--- src/rtl/pipe_ctrl_pkg.sv ---
// Shared encodings for the pipeline hazard controller: forwarding selects,
// FSM states and the layout of one shadow-scoreboard entry.
package pipe_ctrl_pkg;

  localparam logic [1:0] FWD_RF    = 2'b00;
  localparam logic [1:0] FWD_EXMEM = 2'b01;
  localparam logic [1:0] FWD_MEMWB = 2'b10;

  typedef enum logic {
    RUN  = 1'b0,
    MULT = 1'b1
  } state_e;

  typedef struct packed {
    logic       valid;
    logic [4:0] rd;
    logic       wr;
    logic       ld;
    logic       multi;
  } shadow_t;

endpackage

--- src/rtl/pipe_fwd_cmp.sv ---
// Per-operand hazard compare: detects an EX hit and picks the forwarding
// source, with the younger EX result winning over MEM.
module pipe_fwd_cmp
  import pipe_ctrl_pkg::*;
(
  input  logic       id_valid,
  input  logic       use_src,
  input  logic [4:0] src,
  input  logic       ex_valid,
  input  logic       ex_wr,
  input  logic [4:0] ex_rd,
  input  logic       mem_valid,
  input  logic       mem_wr,
  input  logic [4:0] mem_rd,
  output logic       hit_ex,
  output logic [1:0] fwd_sel
);

  logic live;
  logic hit_mem;

  always_comb begin
    // $0 is hardwired, so it never depends on an in-flight producer
    live    = id_valid && use_src && (src != 5'd0);
    hit_ex  = live && ex_valid && ex_wr && (ex_rd == src);
    hit_mem = live && mem_valid && mem_wr && (mem_rd == src);
    fwd_sel = FWD_RF;
    if (hit_ex) begin
      fwd_sel = FWD_EXMEM;
    end else if (hit_mem) begin
      fwd_sel = FWD_MEMWB;
    end
  end

endmodule

--- src/rtl/pipe_hazard_ctrl.sv ---
// Hazard/sequencing controller for the ID-EX-MEM-WB pipeline: load-use stall,
// branch flush, registered forwarding selects and multi-cycle EX sequencing.
module pipe_hazard_ctrl
  import pipe_ctrl_pkg::*;
#(
  parameter int MUL_LAT = 4
) (
  input  logic       clk,
  input  logic       rst_n,
  input  logic       id_valid,
  input  logic [4:0] id_rs,
  input  logic [4:0] id_rt,
  input  logic       id_use_rs,
  input  logic       id_use_rt,
  input  logic [4:0] id_rd,
  input  logic       id_reg_write,
  input  logic       id_mem_read,
  input  logic       id_multi,
  input  logic       ex_branch_taken,
  output logic       stall_if_id,
  output logic       flush_if_id,
  output logic       bubble_id_ex,
  output logic       hold_id_ex,
  output logic       bubble_ex_mem,
  output logic [1:0] fwd_a,
  output logic [1:0] fwd_b,
  output logic       mul_start,
  output logic       ex_busy
);

  // MUL_LAT is legal over 2..16, so the remaining-cycle count fits in 4 bits
  localparam logic [3:0] CNT_INIT = 4'(MUL_LAT - 1);

  state_e     state_q, state_d;
  logic [3:0] cnt_q, cnt_d;
  shadow_t    ex_q, ex_d, mem_q, mem_d, wb_q, wb_d;
  logic [1:0] fwd_a_q, fwd_a_d, fwd_b_q, fwd_b_d;
  logic       mul_start_q, mul_start_d;
  logic       ex_busy_q, ex_busy_d;

  shadow_t    id_entry;
  logic       hit_ex_a, hit_ex_b;
  logic [1:0] sel_a, sel_b;
  logic       load_use;
  logic       xfer;

  assign id_entry = '{valid: id_valid, rd: id_rd, wr: id_reg_write,
                      ld: id_mem_read, multi: id_multi};

  pipe_fwd_cmp u_cmp_rs (
    .id_valid  (id_valid),
    .use_src   (id_use_rs),
    .src       (id_rs),
    .ex_valid  (ex_q.valid),
    .ex_wr     (ex_q.wr),
    .ex_rd     (ex_q.rd),
    .mem_valid (mem_q.valid),
    .mem_wr    (mem_q.wr),
    .mem_rd    (mem_q.rd),
    .hit_ex    (hit_ex_a),
    .fwd_sel   (sel_a)
  );

  pipe_fwd_cmp u_cmp_rt (
    .id_valid  (id_valid),
    .use_src   (id_use_rt),
    .src       (id_rt),
    .ex_valid  (ex_q.valid),
    .ex_wr     (ex_q.wr),
    .ex_rd     (ex_q.rd),
    .mem_valid (mem_q.valid),
    .mem_wr    (mem_q.wr),
    .mem_rd    (mem_q.rd),
    .hit_ex    (hit_ex_b),
    .fwd_sel   (sel_b)
  );

  always_comb begin
    stall_if_id   = 1'b0;
    flush_if_id   = 1'b0;
    bubble_id_ex  = 1'b0;
    hold_id_ex    = 1'b0;
    bubble_ex_mem = 1'b0;
    state_d       = state_q;
    cnt_d         = cnt_q;
    ex_d          = ex_q;
    mem_d         = mem_q;
    wb_d          = wb_q;
    fwd_a_d       = fwd_a_q;
    fwd_b_d       = fwd_b_q;
    mul_start_d   = 1'b0;
    ex_busy_d     = ex_busy_q;
    load_use      = (hit_ex_a || hit_ex_b) && ex_q.ld;
    xfer          = 1'b0;

    if ((state_q == MULT) && (cnt_q != 4'd0)) begin
      // Multi op still owns EX: freeze the front end, drain bubbles into MEM
      stall_if_id   = 1'b1;
      hold_id_ex    = 1'b1;
      bubble_ex_mem = 1'b1;
      mem_d         = '0;
      wb_d          = mem_q;
      cnt_d         = cnt_q - 4'd1;
    end else begin
      if (ex_branch_taken) begin
        flush_if_id  = 1'b1;
        bubble_id_ex = 1'b1;
      end else if (load_use) begin
        stall_if_id  = 1'b1;
        bubble_id_ex = 1'b1;
      end
      wb_d    = mem_q;
      mem_d   = ex_q;
      xfer    = id_valid && !bubble_id_ex;
      ex_d    = xfer ? id_entry : '0;
      fwd_a_d = bubble_id_ex ? FWD_RF : sel_a;
      fwd_b_d = bubble_id_ex ? FWD_RF : sel_b;
      if (xfer && id_multi) begin
        state_d     = MULT;
        cnt_d       = CNT_INIT;
        mul_start_d = 1'b1;
        ex_busy_d   = 1'b1;
      end else begin
        state_d   = RUN;
        ex_busy_d = 1'b0;
      end
    end
  end

  always_ff @(posedge clk or negedge rst_n) begin
    if (!rst_n) begin
      state_q     <= RUN;
      cnt_q       <= 4'd0;
      ex_q        <= '0;
      mem_q       <= '0;
      wb_q        <= '0;
      fwd_a_q     <= FWD_RF;
      fwd_b_q     <= FWD_RF;
      mul_start_q <= 1'b0;
      ex_busy_q   <= 1'b0;
    end else begin
      state_q     <= state_d;
      cnt_q       <= cnt_d;
      ex_q        <= ex_d;
      mem_q       <= mem_d;
      wb_q        <= wb_d;
      fwd_a_q     <= fwd_a_d;
      fwd_b_q     <= fwd_b_d;
      mul_start_q <= mul_start_d;
      ex_busy_q   <= ex_busy_d;
    end
  end

  assign fwd_a     = fwd_a_q;
  assign fwd_b     = fwd_b_q;
  assign mul_start = mul_start_q;
  assign ex_busy   = ex_busy_q;

  // WB and some entry fields are tracked for completeness but drive no decision
  logic unused_shadow;
  assign unused_shadow = ^{wb_q, ex_q.multi, mem_q.ld, mem_q.multi};

endmodule
--- config.mk ---
export PLATFORM = sky130hd
export DESIGN_NAME = pipe_hazard_ctrl
export DESIGN_NICKNAME = d
export VERILOG_FILES = /design/src/rtl/pipe_ctrl_pkg.sv /design/src/rtl/pipe_fwd_cmp.sv /design/src/rtl/pipe_hazard_ctrl.sv
export SDC_FILE = /design/constraint.sdc
export NUM_CORES = 1
export LEC_CHECK = 0
export ABC_AREA = 1
export CAP_MARGIN = 20
export CELL_PAD_IN_SITES_DETAIL_PLACEMENT = 0
export CELL_PAD_IN_SITES_GLOBAL_PLACEMENT = 1
export CORE_AREA = 2 2 71 73
export DETAILED_ROUTE_END_ITERATION = 10
export DIE_AREA = 0 0 73 75
export PLACE_DENSITY = 0.85
export SYNTH_ARGS = -nofsm -noshare
export SYNTH_HDL_FRONTEND = slang
export SYNTH_HIERARCHICAL = 1
export SYNTH_SLANG_ARGS = --single-unit
--- constraint.sdc ---
create_clock -name clk -period 1.6 [get_ports clk]
set_input_delay 0.32 -clock clk [delete_from_list [all_inputs] [get_ports clk]]
set_output_delay 0.32 -clock clk [all_outputs]
set_load 0.1 [all_outputs]
== Yosys cells after proc, flatten, opt, wreduce, memory -nomap -nowiden ==
Index checks and enable logic that the tools add are counted.
Operators by class
  $add $sub $neg: 1
  reductions and logical operators: 26
  mux-type cells: 21
  equality and inequality tests: 4
Operators with widths (count)
  $eq A5 B5 Y1: 4
  $logic_and A1 B1 Y1: 20
  $mux W9: 2
  $mux W2: 6
  $mux W1: 11
  $reduce_bool A5 Y1: 2
  $mux W4: 2
  $reduce_bool A4 Y1: 1
  $sub A4 B1 Y4 const B: 1
  $reduce_bool A2 Y1: 1
  $logic_not A1 Y1: 1
  $logic_or A1 B1 Y1: 1
Word-level totals
  flip-flop bits (word level): 26
  logic and storage cells: 65
  output and inout port bits: 11

== Longest topological paths before layout ==
Gate-level depths: netlist of the first run.
  depth in word-level cells: 15
  mapped depth: 11

== Modules after synthesis ==
Netlist of the first run, hierarchy kept.
By module, submodules not included
  pipe_hazard_ctrl: sequential area each 625.6 um^2, area an instance 1109.8 um^2, cells an instance 118, instances 1
  pipe_fwd_cmp: sequential area each 0.0 um^2, area an instance 242.7 um^2, cells an instance 59, instances 2

== Worst setup path after synthesis of the first run ==
Ideal clock, no wire load.
  path type: flip-flop to output port
  start: reg ex_q[6] (netlist bit)
  end: out stall_if_id
  required time: 1.280 ns
  path buffers: 0
  arrival time: 3.059 ns
  cell stages (with the launch flop): 9
  path slack: -1.779 ns
  cell sequence: dfrtp_1 inv_1 nand2_1 nand2_1 nor2_1 nand3_1 nor2_2 o21ai_2 o21ai_0
On the way
  longest elaborated chain between the ends: 7
  elaborated cells between the ends (all ways): 9
RTL lines
  from (decl): RTL line pipe_hazard_ctrl.sv:36  | shadow_t ex_q, ex_d, mem_q, mem_d, wb_q, wb_d;
  from (signal assigned): RTL line pipe_hazard_ctrl.sv:134  | ex_q <= '0;
  from (signal assigned): RTL line pipe_hazard_ctrl.sv:144  | ex_q <= ex_d;
  $eq A5 B5 Y1: RTL line pipe_fwd_cmp.sv:25  | hit_ex = live && ex_valid && ex_wr && (ex_rd == src);
  $logic_and A1 B1 Y1: RTL line pipe_fwd_cmp.sv:25
  via hit_ex_b: RTL line pipe_hazard_ctrl.sv:42  | logic hit_ex_a, hit_ex_b;
  $logic_or A1 B1 Y1: RTL line pipe_hazard_ctrl.sv:93  | load_use = (hit_ex_a || hit_ex_b) && ex_q.ld;
  $logic_and A1 B1 Y1: RTL line pipe_hazard_ctrl.sv:93
  $mux W1: RTL line pipe_hazard_ctrl.sv:108  | end else if (load_use) begin
  $mux W1: RTL line pipe_hazard_ctrl.sv:105  | if (ex_branch_taken) begin
  $mux W1: RTL line pipe_hazard_ctrl.sv:96  | if ((state_q == MULT) && (cnt_q != 4'd0)) begin
  to (decl): RTL line pipe_hazard_ctrl.sv:20  | output logic stall_if_id,
The timed path passes the listed nets, and every way through them passes these cells.

== Final worst setup path of the first run ==
  start: in id_valid
  end: out bubble_id_ex
On the way
  longest elaborated chain between the ends: 11
  elaborated cells between the ends (all ways): 16
RTL lines
  from (decl): RTL line pipe_hazard_ctrl.sv:10  | input logic id_valid,
  $logic_and A1 B1 Y1 (2 in a row): RTL line pipe_fwd_cmp.sv:24  | live = id_valid && use_src && (src != 5'd0);
  $logic_and A1 B1 Y1 (3 in a row): RTL line pipe_fwd_cmp.sv:25
  via hit_ex_a: RTL line pipe_hazard_ctrl.sv:42
  $logic_or A1 B1 Y1: RTL line pipe_hazard_ctrl.sv:93
  $logic_and A1 B1 Y1: RTL line pipe_hazard_ctrl.sv:93
  $mux W1: RTL line pipe_hazard_ctrl.sv:108
  $mux W1: RTL line pipe_hazard_ctrl.sv:105
  $mux W1 (2 in a row): RTL line pipe_hazard_ctrl.sv:96
  to (decl): RTL line pipe_hazard_ctrl.sv:22  | output logic bubble_id_ex,
The timed path passes the listed nets, and every way through them passes these cells. The select of a mux whose other input is x is not followed.

==> results of run 1 <==
==> power by group through the flow <==
stage	clock network [W]	logic, W	registers (W)
floorplan	0	0.00149	0.00108
finish	0.000379	0.00265	0.00100
detailed placement	0	0.00221	0.000998
CTS	0.000393	0.00249	0.00100
global route	0.000418	0.00284	0.00103
global placement	0	0.00218	0.000995
==> cell families (layout without fill, tap and decap cells) <==
| family | after synthesis | after routing | synth area share (%) |
|---|---|---|---|
| DFF | 25 | 25 | 39.2 |
| AOI/OAI and AO/OA | 7 | 7 | 2.90 |
| xor gates and xnor gates | 5 | 5 | 2.74 |
| adders and majority gates | 2 | 2 | 1.57 |
| and+or+nand+nor | 145 | 145 | 39.0 |
| buffers and inverters | 52 | 119 | 14.6 |
==> worst register-to-register path, stage by stage (launching register included) <==
cell and delay, ns:
dfrtp_2 0.44, inv_1 0.06, nand2_1 0.04, nand2_1 0.06, nor2_1 0.04, nand3_1 0.12, nor2_4 0.06, o21ai_4 0.21
nand2_4 0.08, buf_4 0.14, buf_8 0.13, nor2_8 0.21, nand3_2 0.12, nand2_2 0.07
==> layout by cell type, fill, tap and decap left out, types with 2 or more instances in the layout <==
| master | n |
|---|---|
| dfrtp_1 | 23 |
| clkbuf_8 | 3 |
| o21ai_2 | 4 |
| inv_2 | 7 |
| xor2_1 | 5 |
| nand2_2 | 5 |
| nor2_4 | 3 |
| dlygate4sd2_1 | 10 |
| o21ai_4 | 2 |
| clkinvlp_4 | 2 |
| nand2_1 | 79 |
| nand2_4 | 3 |
| buf_12 | 13 |
| nand3_2 | 8 |
| clkdlybuf4s50_1 | 13 |
| buf_4 | 33 |
| nor2_2 | 2 |
| inv_1 | 36 |
| nand3_1 | 11 |
| nor2_1 | 30 |
==> state kept, by name (all words and copies together), names as in the netlist <==
signal     cells
mem_q          7
cnt_q          4
mul_start      1
ex_busy        1
ex_q           8
fwd_b          2
fwd_a          2
==> stage by stage <==
stage / hold WS, ns / instances / worst slack [ns] / utilization (%) / power [W]
finish: 0.404 / 357 / -0.485 / 54.8 / 0.00404
global route: 0.464 / 357 / -0.573 / 54.8 / 0.00429
CTS: 0.410 / 351 / -0.497 / 52.1 / 0.00388
detailed placement: 0.466 / 342 / -0.689 / 48.9 / 0.00321
global placement: 0.464 / 342 / -0.670 / 48.9 / 0.00318
floorplan: 0.0244 / 236 / -0.266 / - / 0.00257
==> layout make-up <==
class,count,area (um^2)
multi-input combinational,159,888
inverter,45,180
tap,54,67.6
fill,429,2100
clock buffer,3,41.3
timing repair buffer,70,741
clock inverter,1,7.51
sequential,25,631
==> worst max-delay path by stage <==
| stage | start | slack, ns | to |
|---|---|---|---|
| 2_1_floorplan | ex_q[5]$_DFFE_PN0N_ | -0.27 | bubble_id_ex |
| 4_1_cts | ex_q[5]$_DFFE_PN0N_ | -0.50 | bubble_id_ex |
| 6_report | id_valid | -0.48 | bubble_id_ex |
| 5_1_grt | ex_q[6]$_DFFE_PN0N_ | -0.57 | bubble_id_ex |
| 3_5_place_dp | id_rs[3] | -0.69 | bubble_id_ex |
| 3_3_place_gp | id_rs[3] | -0.67 | bubble_id_ex |
==> metal layers <==
layer	vias to the layer above	track usage (%)
met5	-	0
met3	5	1.74
met4	0	4.94
met2	37	25.9
li1	826	-
met1	733	22.8
==> timing repair <==
action	CTS	global route
gates resized for setup	24	22
setup endpoints to repair	23	23
pin swaps	10	17
buffers inserted	5	6
==> summary.md, run 1 <==
| Metric | Value |
|---|---|
| Status | finished, violations left |
| Failing checks | negative setup slack |
| Post-synthesis sequential area ratio | roughly two fifths |
| Crit path DAT | ~1.8 ns |
| Core Area | roughly 0.0047 mm^2 |
| RSZ-0062 raised after global routing | true |
| Top cells by area, synth | dfrtp_1 39%, nand2_1 20%, inv_1 9.6% |
| Least-Margin Pin Slew | roughly 0.32 ns |
| Reg2reg start | ex_q[5]$_DFFE_PN0N_ |
| Htree depth | 1 |
| Final setup vio count | 19 |
| Final min period | ~2.1 ns |
| I/O Buffers | 34 |
| Worst vdd ir | roughly 0.0014 V |
| Sum of routed wire length over all layers | approximately 4000 um |
| DP Area | approximately 0.0023 mm^2 |
| Synth cell types | 19 |
| Critical path fanouts, max | 3 |
| CTS sink cnt | 25 |
| Register bit count reported by yosys | 25 |
| Setup slack, reg-to-reg | -0.25 ns |
| Post-route setup TNS | -3.57 ns |
| Crit start category | primary input |
| Part of the cycle the worst path needs | 130% |
| # rows | 25 |
| CTS clk-pin slew, worst paths | 0.09 ns |
| Die area | ~0.0055 mm^2 |
| GPL Wtd Cong | roughly 0.85 |
| Lkg Pwr | ~1.3 nW |
| Setup Skew | around 0.0031 ns |
| Clock share of power | 9.4% |
| DRC violations left | 0 |
| Pwr dens | about 1600 mW/mm^2 |
| Worst EP required | 1.28 ns |
| Ys async rst share | 100% |
| FF-to-FF path depth | 13 |
| Slew margin rel. | 78.4% |
| Slew Limit Fails | 0 |
| DR top layer | met4 |
| Setup ws final | -0.485 ns |
| Die Ht | roughly 75 um |
| Synth top area share | around 39% |
| Later-pin clock latency in the skew report | roughly 0.27 ns |
| Delay-heaviest family, CP | buffers and inverters |
| TritonCTS Buffers | 3 |
| EDFF count, synth | 0 |
| Clock Path Buffers | 2 |
| Met3 wire len | approximately 140 um |
| CP endpoint kind | output port |
| Ant. Diodes | 0 |
| Post-Layout Inst Area | 0.00256 mm^2 |
| Synth cell count leaders | 85 x nand2_1, 41 x inv_1, 33 x nor2_1, 25 x dfrtp_1, 19 x nand3_1 |
| DRT iter0 DRCs | between 70 and 80 |
| NumNets Final | between 300 and 400 |
| CP Cell Sequence | clkdlybuf4s50_1, nand2_1, inv_1, nand2_1, nor2_4, o21ai_4, nand2_4, nand2_4, clkinvlp_4, buf_12 |
| Yosys top cell by area | dfrtp_1 |
| Syn Nets | 262 |
| CP bufs+invs | 4 |
| CTS tree | done |
| Layout area overhead | 60.2% |
| Total global-route track usage | roughly 16% |
| Cells after Synth | between 200 and 250 |
| Share of post-route cells with drive strength above 1 | between 30% and 40% |
| M1 wire length | around 1900 um |
| Synth Flop Type | dfrtp_1 |
| Worst path slowest cell | clkdlybuf4s50_1 |
| Max Clk Rate | roughly 480 MHz |
| Hold Path Class | in -> async |
| Drt wl/cell | ~11 um |
| CTS root buffer | clkbuf_8 |
| Dpl hpwl | ~2800 um |
| # IOs | 35 |
| Logic pwr share | about two thirds |
| Top-count cell post-synth | nand2_1 |
| NetSw | between 0.0015 and 0.002 W |
| Mapped Area | 0.00160 mm^2 |
| Vias per inst | approximately 4.5 |
| Power Internal | roughly 0.0021 W |
| Number of max-cap violations | 0 |
| Post-CTS Hold Fix Bufs | 0 |
| Seq pwr share | roughly a quarter |
| Largest net degree at the start of global routing | 26 |
| Fin. Hold Viols | 0 |
| DIE WIDTH | between 70 and 80 um |
| Total congestion overflow | 0 |
| Yosys warns | 6 |
| Initial antenna violation count | 0 |
| CP Class | in -> out |
| Number of global-route vias before repair | around 1,500 |
| Routed vias | roughly 1,600 |
| Max incr delay on CP | 0.47 ns |
| DR pass1 iterations | 4 |
| Global-route wire length before repair | just under 7000 um |
| Metal2 WL | just under 2000 um |
| Switching Share | a little under half |
| Number of routed nets with antenna violations | 0 |
| Initial core utilization | between 30% and 40% |
| Worst reg2reg endpoint | ex_q[7]$_DFFE_PN0N_ |
| Cell depth of the worst setup path | 10 |
| Avg Cell Area, Syn | between 6 and 7 um^2 |
No activity file was read; power rests on OpenSTA's default activity.
==> inputs of run 2 (changes only) <==
--- a/config.mk
+++ b/config.mk
@@ -12,6 +12,7 @@
 export CORE_AREA = 2 2 71 73
 export DETAILED_ROUTE_END_ITERATION = 10
 export DIE_AREA = 0 0 73 75
+export GPL_TIMING_DRIVEN = 0
 export PLACE_DENSITY = 0.85
 export SYNTH_ARGS = -nofsm -noshare
 export SYNTH_HDL_FRONTEND = slang
==> run 2 against run 1 <==
Against the previous run:
- the run still ends with negative setup slack left
- register-to-register slack better by 0.11 ns
- wire length down 1.0%
- clock power down 3%
- highest routed layer unchanged
- hold slack worse by 0.054 ns
- combinational power down 8.3%
- sequential power about the same
- largest cell class unchanged
==> summary.md, run 2 (synthesis results as in run 1) <==
| Metric | Value |
|---|---|
| Total congestion overflow | 0 |
| Setup slack, reg-to-reg | -0.14 ns |
| Ant. Diodes | 0 |
| DIE WIDTH | 73 um |
| Most frequent cells in the layout | 83 x nand2_1, 35 x inv_1, 31 x nor2_1 |
| Number of global-route vias before repair | about 1,500 |
| Largest register FFs | 8 |
| FILL cells | between 400 and 500 |
| CP Cell Sequence | inv_1, nand2_1, nand2_1, nor2_1, nand3_1, nor2_4, o21ai_4, nand2_4, nand2_4, clkinvlp_4, buf_12 |
| FF-to-FF path depth | 13 |
| CP endpoint kind | output port |
| CTS sink cnt | 25 |
| Routed vias | 1,489 |
| Most common cell after layout, fill and taps aside | nand2_1 |
| CTS root buffer | clkbuf_8 |
| CP Class | reg -> out |
| Status | finished, violations left |
| Htree depth | 1 |
| Number of routed nets with antenna violations | 0 |
| Crit start category | flop |
| Crit path DAT | 1.69 ns |
| Largest register by flop count | ex_q |
| Layout Utilization | 50.7% |
| Number of max-cap violations | 0 |
| Largest net degree at the start of global routing | 20 |
| Lkg Pwr | about 1.2 nW |
| Setup Skew | 0.00673 ns |
| GPL Wtd Cong | 0.807 |
| CP bufs+invs | 3 |
| Initial antenna violation count | 0 |
| Worst reg2reg endpoint | ex_q[4]$_DFFE_PN0N_ |
| Seq pwr share | 26.1% |
| Top Registers | ex_q: 8 flops, mem_q: 7 flops, cnt_q: 4 flops |
| DRC violations left | 0 |
| Worst EP required | between 1 and 1.5 ns |
| Part of the cycle the worst path needs | 126% |
| Reg area | roughly 630 um^2 |
| Power Internal | roughly 0.0019 W |
| Drt wl/cell | 11.5 um |
| Pwr dens | 1600 mW/mm^2 |
| Placed insts | 325 |
| Slew Limit Fails | 0 |
| Delay-heaviest family, CP | simple AND/OR/NAND/NOR gates |
| Total global-route track usage | between 10% and 20% |
| Setup ws final | -0.414 ns |
| Worst path slowest cell | dfrtp_2 |
| Hold Path Class | in -> async |
| Multi-input logic area | about 830 um^2 |
| CTS clk-pin slew, worst paths | 0.09 ns |
| Share of post-route cells with drive strength above 1 | roughly a quarter |
| Critical path fanouts, max | 5 |
| Later-pin clock latency in the skew report | between 0.2 and 0.3 ns |
| Die area | between 0.005 and 0.006 mm^2 |
| Global-route wire length before repair | roughly 6700 um |
| NumNets Final | ~320 |
| Least-Margin Pin Slew | between 0.5 and 0.6 ns |
| TritonCTS Buffers | 3 |
| Worst vdd ir | about 0.0018 V |
| Core Area | approximately 0.0047 mm^2 |
| I/O Buffers | 34 |
| NetSw | 0.00186 W |
| CTS tree | done |
| Max Clk Rate | a little under 500 MHz |
| Finished Layout Cells | 345 |
| Switching Share | 49.0% |
| Clock Path Buffers | 2 |
| Logic pwr share | about 64% |
| DR pass1 iterations | 4 |
| Vias per inst | 4.32 |
| Die Ht | between 70 and 80 um |
| Clock share of power | roughly a tenth |
| Layout area overhead | 48.0% |
| Final min period | ~2.0 ns |
| Sum of routed wire length over all layers | between 3000 and 4000 um |
| # rows | 25 |
| Post-CTS Hold Fix Bufs | 0 |
| RSZ-0062 raised after global routing | true |
| Fin. Hold Viols | 0 |
| Failing checks | negative setup slack |
| CP Launch Point | ex_q[3]$_DFFE_PN0N_ |
| Max incr delay on CP | around 0.44 ns |
| Reg2reg start | ex_q[3]$_DFFE_PN0N_ |
| Slew margin rel. | a little under two thirds |
| Final setup vio count | 20 |
| # IOs | 35 |
| Dpl hpwl | approximately 2800 um |
| Initial core utilization | 34.2% |
| DRT iter0 DRCs | 53 |
[run 2: cell types whose count changed in the layout (fill, tap and decap cells not counted), sizes merged]
cell           before  now
clkdlybuf4s15       0    6
clkdlybuf4s50      13   12
dlygate4sd2        10   11
clkinv              0    1
clkinvlp            2    1
buf                47   29
[run 2: how the worst max path moves through the flow]
stage	end	slack, ns	depth (start not counted)
2_1_floorplan	bubble_id_ex	-0.27	10
3_3_place_gp	bubble_id_ex	-1.77	12
3_5_place_dp	bubble_id_ex	-1.75	12
4_1_cts	bubble_id_ex	-0.46	11
5_1_grt	bubble_id_ex	-0.52	11
6_report	bubble_id_ex	-0.41	11
[run 2: layout make-up]
class	count	share of cell area (%)
Buffer	6	2.54
Clock buffer	3	1.75
Clock inverter	1	0.212
Inverter	45	7.63
Multi-Input combinational cell	159	35.0
Sequential cell	25	26.8
Tap cell	54	2.86
Timing Repair Buffer	52	23.2
[run 2: per-stage QoR]
| stage | hold slack (ns) | cell area (um^2) | TNS (ns) | total power (W) | setup WS (ns) |
|---|---|---|---|---|---|
| 2_1_floorplan | 0.0244 | 1650 | -0.739 | 0.00257 | -0.266 |
| 3_3_place_gp | 0.463 | 2060 | -18.82 | 0.00301 | -1.77 |
| 3_5_place_dp | 0.465 | 2090 | -15.60 | 0.00304 | -1.75 |
| 4_1_cts | 0.359 | 2340 | -3.22 | 0.00375 | -0.458 |
| 5_1_grt | 0.380 | 2360 | -5.34 | 0.00402 | -0.519 |
| 6_report | 0.350 | 2360 | -2.55 | 0.00379 | -0.414 |
[run 2: power groups by stage]
| stage | logic (W) | clock network [W] | registers (W) |
|---|---|---|---|
| after floorplan | 0.00149 | 0 | 0.00108 |
| after global placement | 0.00200 | 0 | 0.00100 |
| after detailed placement | 0.00204 | 0 | 0.00100 |
| after CTS | 0.00240 | 0.000372 | 0.000985 |
| after global routing | 0.00261 | 0.000391 | 0.00102 |
| final | 0.00243 | 0.000366 | 0.000988 |
[run 2: routing by layer]
layer / wire (um) / track usage, % / up-vias
met5: 0 / 0 / -
met4: 21 / 4.32 / 0
met3: 152 / 1.47 / 2
met2: 1870 / 27.4 / 34
met1: 1910 / 21.4 / 651
li1: - / - / 802
[run 2: timing repair]
item	4_1_cts	5_1_grt
pin swaps	14	8
setup buffers	15	2
setup endpoints to repair	29	21
gates resized for setup	97	3
==> inputs of run 3 (changes only) <==
--- a/config.mk
+++ b/config.mk
@@ -7,13 +7,12 @@
 export LEC_CHECK = 0
 export ABC_AREA = 1
 export CAP_MARGIN = 20
-export CELL_PAD_IN_SITES_DETAIL_PLACEMENT = 0
-export CELL_PAD_IN_SITES_GLOBAL_PLACEMENT = 1
-export CORE_AREA = 2 2 71 73
+export CORE_AREA = 2 2 67 69
 export DETAILED_ROUTE_END_ITERATION = 10
-export DIE_AREA = 0 0 73 75
+export DIE_AREA = 0 0 69 71
 export GPL_TIMING_DRIVEN = 0
-export PLACE_DENSITY = 0.85
+export PLACE_DENSITY = 0.71
+export REMOVE_ABC_BUFFERS = 1
 export SYNTH_ARGS = -nofsm -noshare
 export SYNTH_HDL_FRONTEND = slang
 export SYNTH_HIERARCHICAL = 1
==> run 3 against run 2 <==
Against the previous run:
- the run still ends with negative setup slack left
- hold slack worse by 0.010 ns
- setup slack lost 0.034 ns
- global-route usage grew 1.6 points
- sequential share of layout area is 0.47 points lower
- total power grew 1.3%
- sequential power is essentially flat
- clock skew down 0.0020 ns
- wire length up 7.4%
==> summary.md, run 3 (synthesis results as in run 1) <==
| Metric | Value |
|---|---|
| Slew Limit Fails | 0 |
| CTS tree | done |
| Clock Path Buffers | 2 |
| # IOs | 35 |
| Status | finished, violations left |
| Sum of routed wire length over all layers | 4250 um |
| Global-route wire length before repair | between 6000 and 7000 um |
| CTS root buffer | clkbuf_8 |
| CP endpoint kind | output port |
| CTS clk-pin slew, worst paths | 0.09 ns |
| Part of the cycle the worst path needs | 128% |
| Setup ws final | -0.447 ns |
| Fin. Hold Viols | 0 |
| # rows | 24 |
| Initial antenna violation count | 0 |
| Lkg Pwr | about 1.2 nW |
| Initial core utilization | between 30% and 40% |
| CTS sink cnt | 25 |
| Ant. Diodes | 0 |
| DRT iter0 DRCs | 53 |
| Number of routed nets with antenna violations | 0 |
| Die area | ~0.0049 mm^2 |
| Share of post-route cells with drive strength above 1 | between 20% and 30% |
| Vias per inst | 4.57 |
| DR pass1 iterations | 4 |
| Setup Skew | roughly 0.0047 ns |
| Crit start category | flop |
| Slew margin rel. | a little over three fifths |
| Final setup vio count | 20 |
| Worst EP required | between 1 and 1.5 ns |
| TritonCTS Buffers | 3 |
| Number of global-route vias before repair | approximately 1,500 |
| Routed vias | between 1,500 and 2,000 |
| Most frequent cells in the layout | 83 x nand2_1, 35 x inv_1, 28 x nor2_1 |
| DIE WIDTH | ~70 um |
| Failing checks | negative setup slack |
| Die Ht | approximately 71 um |
| Most common cell after layout, fill and taps aside | nand2_1 |
| Final min period | around 2.0 ns |
| Drt wl/cell | ~12 um |
| Layout area overhead | 50.0% |
| Largest net degree at the start of global routing | 20 |
| Total global-route track usage | between 10% and 20% |
| Largest register by flop count | ex_q |
| Total congestion overflow | 0 |
| NumNets Final | 320 |
| CP Class | reg -> out |
| Layout Utilization | between 50% and 60% |
| Htree depth | 1 |
| Pre-CTS setup slack | -1.66 ns |
| RSZ-0062 raised after global routing | true |
| Hold Path Class | in -> async |
| Max Clk Rate | around 490 MHz |
| Top Registers | ex_q: 8 flops, mem_q: 7 flops, cnt_q: 4 flops |
| Worst vdd ir | between 0.0015 and 0.002 V |
| I/O Buffers | 34 |
| GPL Wtd Cong | 0.826 |
| Critical path fanouts, max | 6 |
| Multi-input logic area | 852 um^2 |
| Later-pin clock latency in the skew report | about 0.28 ns |
| Post-route setup TNS | -2.41 ns |
| Reg area | between 600 and 700 um^2 |
| Largest register FFs | 8 |
| Core Area | around 0.0042 mm^2 |
| FILL cells | ~380 |
| Crit path DAT | between 1.5 and 2 ns |
| DRC violations left | 0 |
| Least-Margin Pin Slew | approximately 0.56 ns |
| Post-CTS Hold Fix Bufs | 0 |
| Number of max-cap violations | 0 |
| Dpl hpwl | approximately 2500 um |
| Pwr dens | roughly 1600 mW/mm^2 |
## run 3: final timing paths
check                                           from              endpoint  slack, ns  depth (start not counted)
worst min register to register  fwd_a[0]$_DFFE_PN0N_  fwd_a[0]$_DFFE_PN0N_       0.49                          2
min in group clk                            id_valid   mul_start$_DFF_PN0_       0.47                          3
worst max register to register   ex_q[4]$_DFFE_PN0N_  fwd_a[1]$_DFFE_PN0N_      -0.17                         13
worst min-delay path                           rst_n  fwd_b[1]$_DFFE_PN0N_       0.34                          1
worst max-delay path             ex_q[3]$_DFFE_PN0N_           stall_if_id      -0.45                          9
max in group asynchronous                      rst_n   ex_q[6]$_DFFE_PN0N_       0.82                          2
## run 3: layout make-up
| class | count | share of cell area [%] |
|---|---|---|
| multi-input combinational | 160 | 35.6 |
| sequential | 25 | 26.3 |
| timing repair buffer | 58 | 25.4 |
| inverter | 45 | 7.58 |
| tap | 52 | 2.72 |
| clock buffer | 3 | 1.73 |
| timing repair inverter | 1 | 0.366 |
| clock inverter | 1 | 0.314 |
## run 3: worst max-delay path, cell delays in order (launching register included)
cell	delay, ns
dfrtp_1	0.43
inv_1	0.06
nand2_1	0.05
nand2_1	0.07
nor2_2	0.13
nand3_2	0.12
nor2_4	0.14
o21ai_4	0.09
o21ai_4	0.17
buf_12	0.19
## run 3: power breakdown
group / leakage, nW / switching, W / internal (W)
Clock: 0.0217 / 0.000218 / 0.000177
Sequential: 0.326 / 0.000194 / 0.000817
Combinational: 0.900 / 0.00155 / 0.000881
## run 3: metrics by stage
stage                     hold WS, ns  cell area (um^2)  std cells  power, W
after CTS                       0.363              2260        339   0.00370
final                           0.340              2390        345   0.00383
after floorplan                0.0244              1530        229   0.00227
after global routing            0.376              2390        345   0.00409
after global placement          0.462              1940        315   0.00266
after detailed placement        0.471              1960        316   0.00270
## run 3: timing repair
item | in CTS | in global routing
gates cloned | 2 | 0
gates resized for setup | 96 | 24
setup endpoints to repair | 27 | 23
pin swaps | 10 | 17
buffers inserted | 17 | 11
## run 3: per-layer routing
| layer | wire [um] | vias up | share of wire, % | track usage [%] |
|---|---|---|---|---|
| met4 | 106 | 0 | 2.5 | 5.88 |
| met2 | 2180 | 40 | 51 | 31.7 |
| met1 | 1780 | 717 | 42 | 21.0 |
| met3 | 176 | 11 | 4.1 | 2.85 |
| met5 | 0 | - | 0 | 0 |
| li1 | - | 807 | - | - |
==> edit, RTL diff (settings of run 3) <==
Make the reset (`rst_n`) synchronous in one clocked block.
--- a/src/rtl/pipe_hazard_ctrl.sv
+++ b/src/rtl/pipe_hazard_ctrl.sv
@@ -128,5 +128,5 @@
   end
 
-  always_ff @(posedge clk or negedge rst_n) begin
+  always_ff @(posedge clk) begin
     if (!rst_n) begin
       state_q     <= RUN;
Behaviour: differs if rst_n is asserted again (counterexample within 4 cycles, from zero or initial values and one cycle with rst_n low); with rst_n held inactive, the same outputs for 10 cycles.
==> edit against run 3 <==
- the run still ends with negative setup slack left
- sequential cell count unchanged
- cell area decreased by 4.8%
- critical endpoint is now bubble_id_ex
- wire length about the same
- area after synthesis decreased by 7.5%
- global-route usage decreased by 0.16 points
- utilization decreased by 2.7 points
- worst setup slack improved by 0.071 ns
- sequential share of layout area decreased by 3.3 points
- die area unchanged
- hold slack improved by 0.15 ns
- via count increased by 1.2%
Power is not compared: it rests on default switching activity, and its combinational part moved more than twofold at a synthesized area within 25%.
==> edit: results (changes against run 3) <==
Routability Congestion=0.804 (was 0.826); DRT Wirelength=4.25 mm (about the same); worst min path class=reg -> reg (was in -> async); CP max stage cell=dfxtp_4 (was dfrtp_1); metal2 WL=2.14 mm (was 2.18 mm); Worst R2R Setup Slack=-0.19 ns (was -0.17 ns); Setup Viol. Count Final=12 (was 20); Worst-Margin Slew=0.543 ns (was 0.559 ns); clock latency on the worst-skew pair=0.26 ns (was 0.28 ns); asr flop ratio synth=0 (was 1.00); violated checks=negative setup slack (unchanged); vias in the first global route=1,560 (was 1,491); layout cells sized above 1=0.310 (was 0.266); sequential share of the synthesized area=0.339 (was 0.392); slack of the critical path=-0.377 ns (was -0.447 ns); nets@finish=324 (was 320); Clock Skew=0.000882 ns (was 0.00471 ns); slowest stage delay, CP=0.38 ns (was 0.43 ns); routed len/inst=12.2 µm (was 12.3 µm); crit path DAT=1.66 ns (was 1.73 ns); Critical R2R Launch=ex_q[3]$_SDFFE_PN0N_ (was ex_q[4]$_DFFE_PN0N_); RR Endpoint=ex_q[6]$_SDFFE_PN0N_ (was fwd_a[1]$_DFFE_PN0N_); fill cell count=384 (was 383); R2R cell count=14 (was 13); status=finished with violations (unchanged); Cell variety after synth=23 (was 19); Initial DRC Count=75 (was 53)
-- edit: cell types whose count changed in the layout (fill, tap and decap cells not counted), moves of 5 or more --
cell,delta
dfrtp_1,-21
a21oi_1,+8
nor2_1,+9
dfxtp_1,+16
dfxtp_4,+5
nand2_1,-19
inv_2,+5
-- edit: final cells by class --
class	instances	area share
Tap cell	52	0.0285
Sequential cell	25	0.230
Inverter	48	0.0845
Multi-Input combinational cell	163	0.384
Clock buffer	4	0.0198
Timing Repair Buffer	57	0.253
-- edit: cells by family after synthesis --
family	count (synthesis)	share of synthesized area
buffers and inverters	55	0.162
xor gates and xnor gates	4	0.0237
and+or+nand+nor	143	0.409
adders and majority gates	2	0.0169
AOI/OAI and AO/OA	13	0.0492
DFF	25	0.339
-- edit: worst max path at each step --
stage | slack, ns | start | cells after the start | end
5_1_grt | -0.47 | ex_q[3]$_SDFFE_PN0N_ | 11 | bubble_id_ex
3_3_place_gp | -1.65 | id_rt[4] | 12 | bubble_id_ex
6_report | -0.38 | ex_q[7]$_SDFFE_PN0N_ | 10 | bubble_id_ex
2_1_floorplan | -1.73 | ex_q[6]$_SDFFE_PN0N_ | 8 | stall_if_id
3_5_place_dp | -1.64 | id_rt[3] | 12 | bubble_id_ex
4_1_cts | -0.39 | ex_q[6]$_SDFFE_PN0N_ | 9 | stall_if_id
-- edit: timing repair --
action                                  CTS  global route
hold buffers                              0             0
cloned                                    1             0
setup buffers                            19             4
resized for setup                       119            25
endpoints found under the hold margin     0             0
endpoints found under the setup margin   29            23
pin swaps                                20            16
-- edit: per-layer routing --
metal	global-route usage	vias up
met2	0.316	54
li1	-	828
met5	0	-
met3	0.0214	8
met1	0.204	704
met4	0.0719	0
-- edit: stage by stage --
stage               setup slack (ns)  power, mW  hold WS (ns)  setup TNS (ns)  utilization
floorplan                      -1.73      0.820         0.435          -12.94            -
global placement               -1.65      0.921         0.450          -14.61        0.434
detailed placement             -1.64      0.924         0.456          -14.69        0.434
CTS                           -0.389       1.33         0.490           -1.24        0.516
global route                  -0.468       1.42         0.520           -3.34        0.542
finish                        -0.377       1.36         0.487           -2.26        0.542
-- edit: critical path: cells and delay by family, from the launching register on --
family / cells / cell delay [ns]
AOI/OAI and AO/OA: 1 / 0.08
and+or+nand+nor: 7 / 0.69
DFF: 1 / 0.38
buffers and inverters: 2 / 0.24
-- edit: where the power goes --
group / switching, mW / internal [mW] / total, mW
clock network: 0.186 / 0.178 / 0.364
logic: 0.194 / 0.149 / 0.343
registers: 0.0171 / 0.633 / 0.650
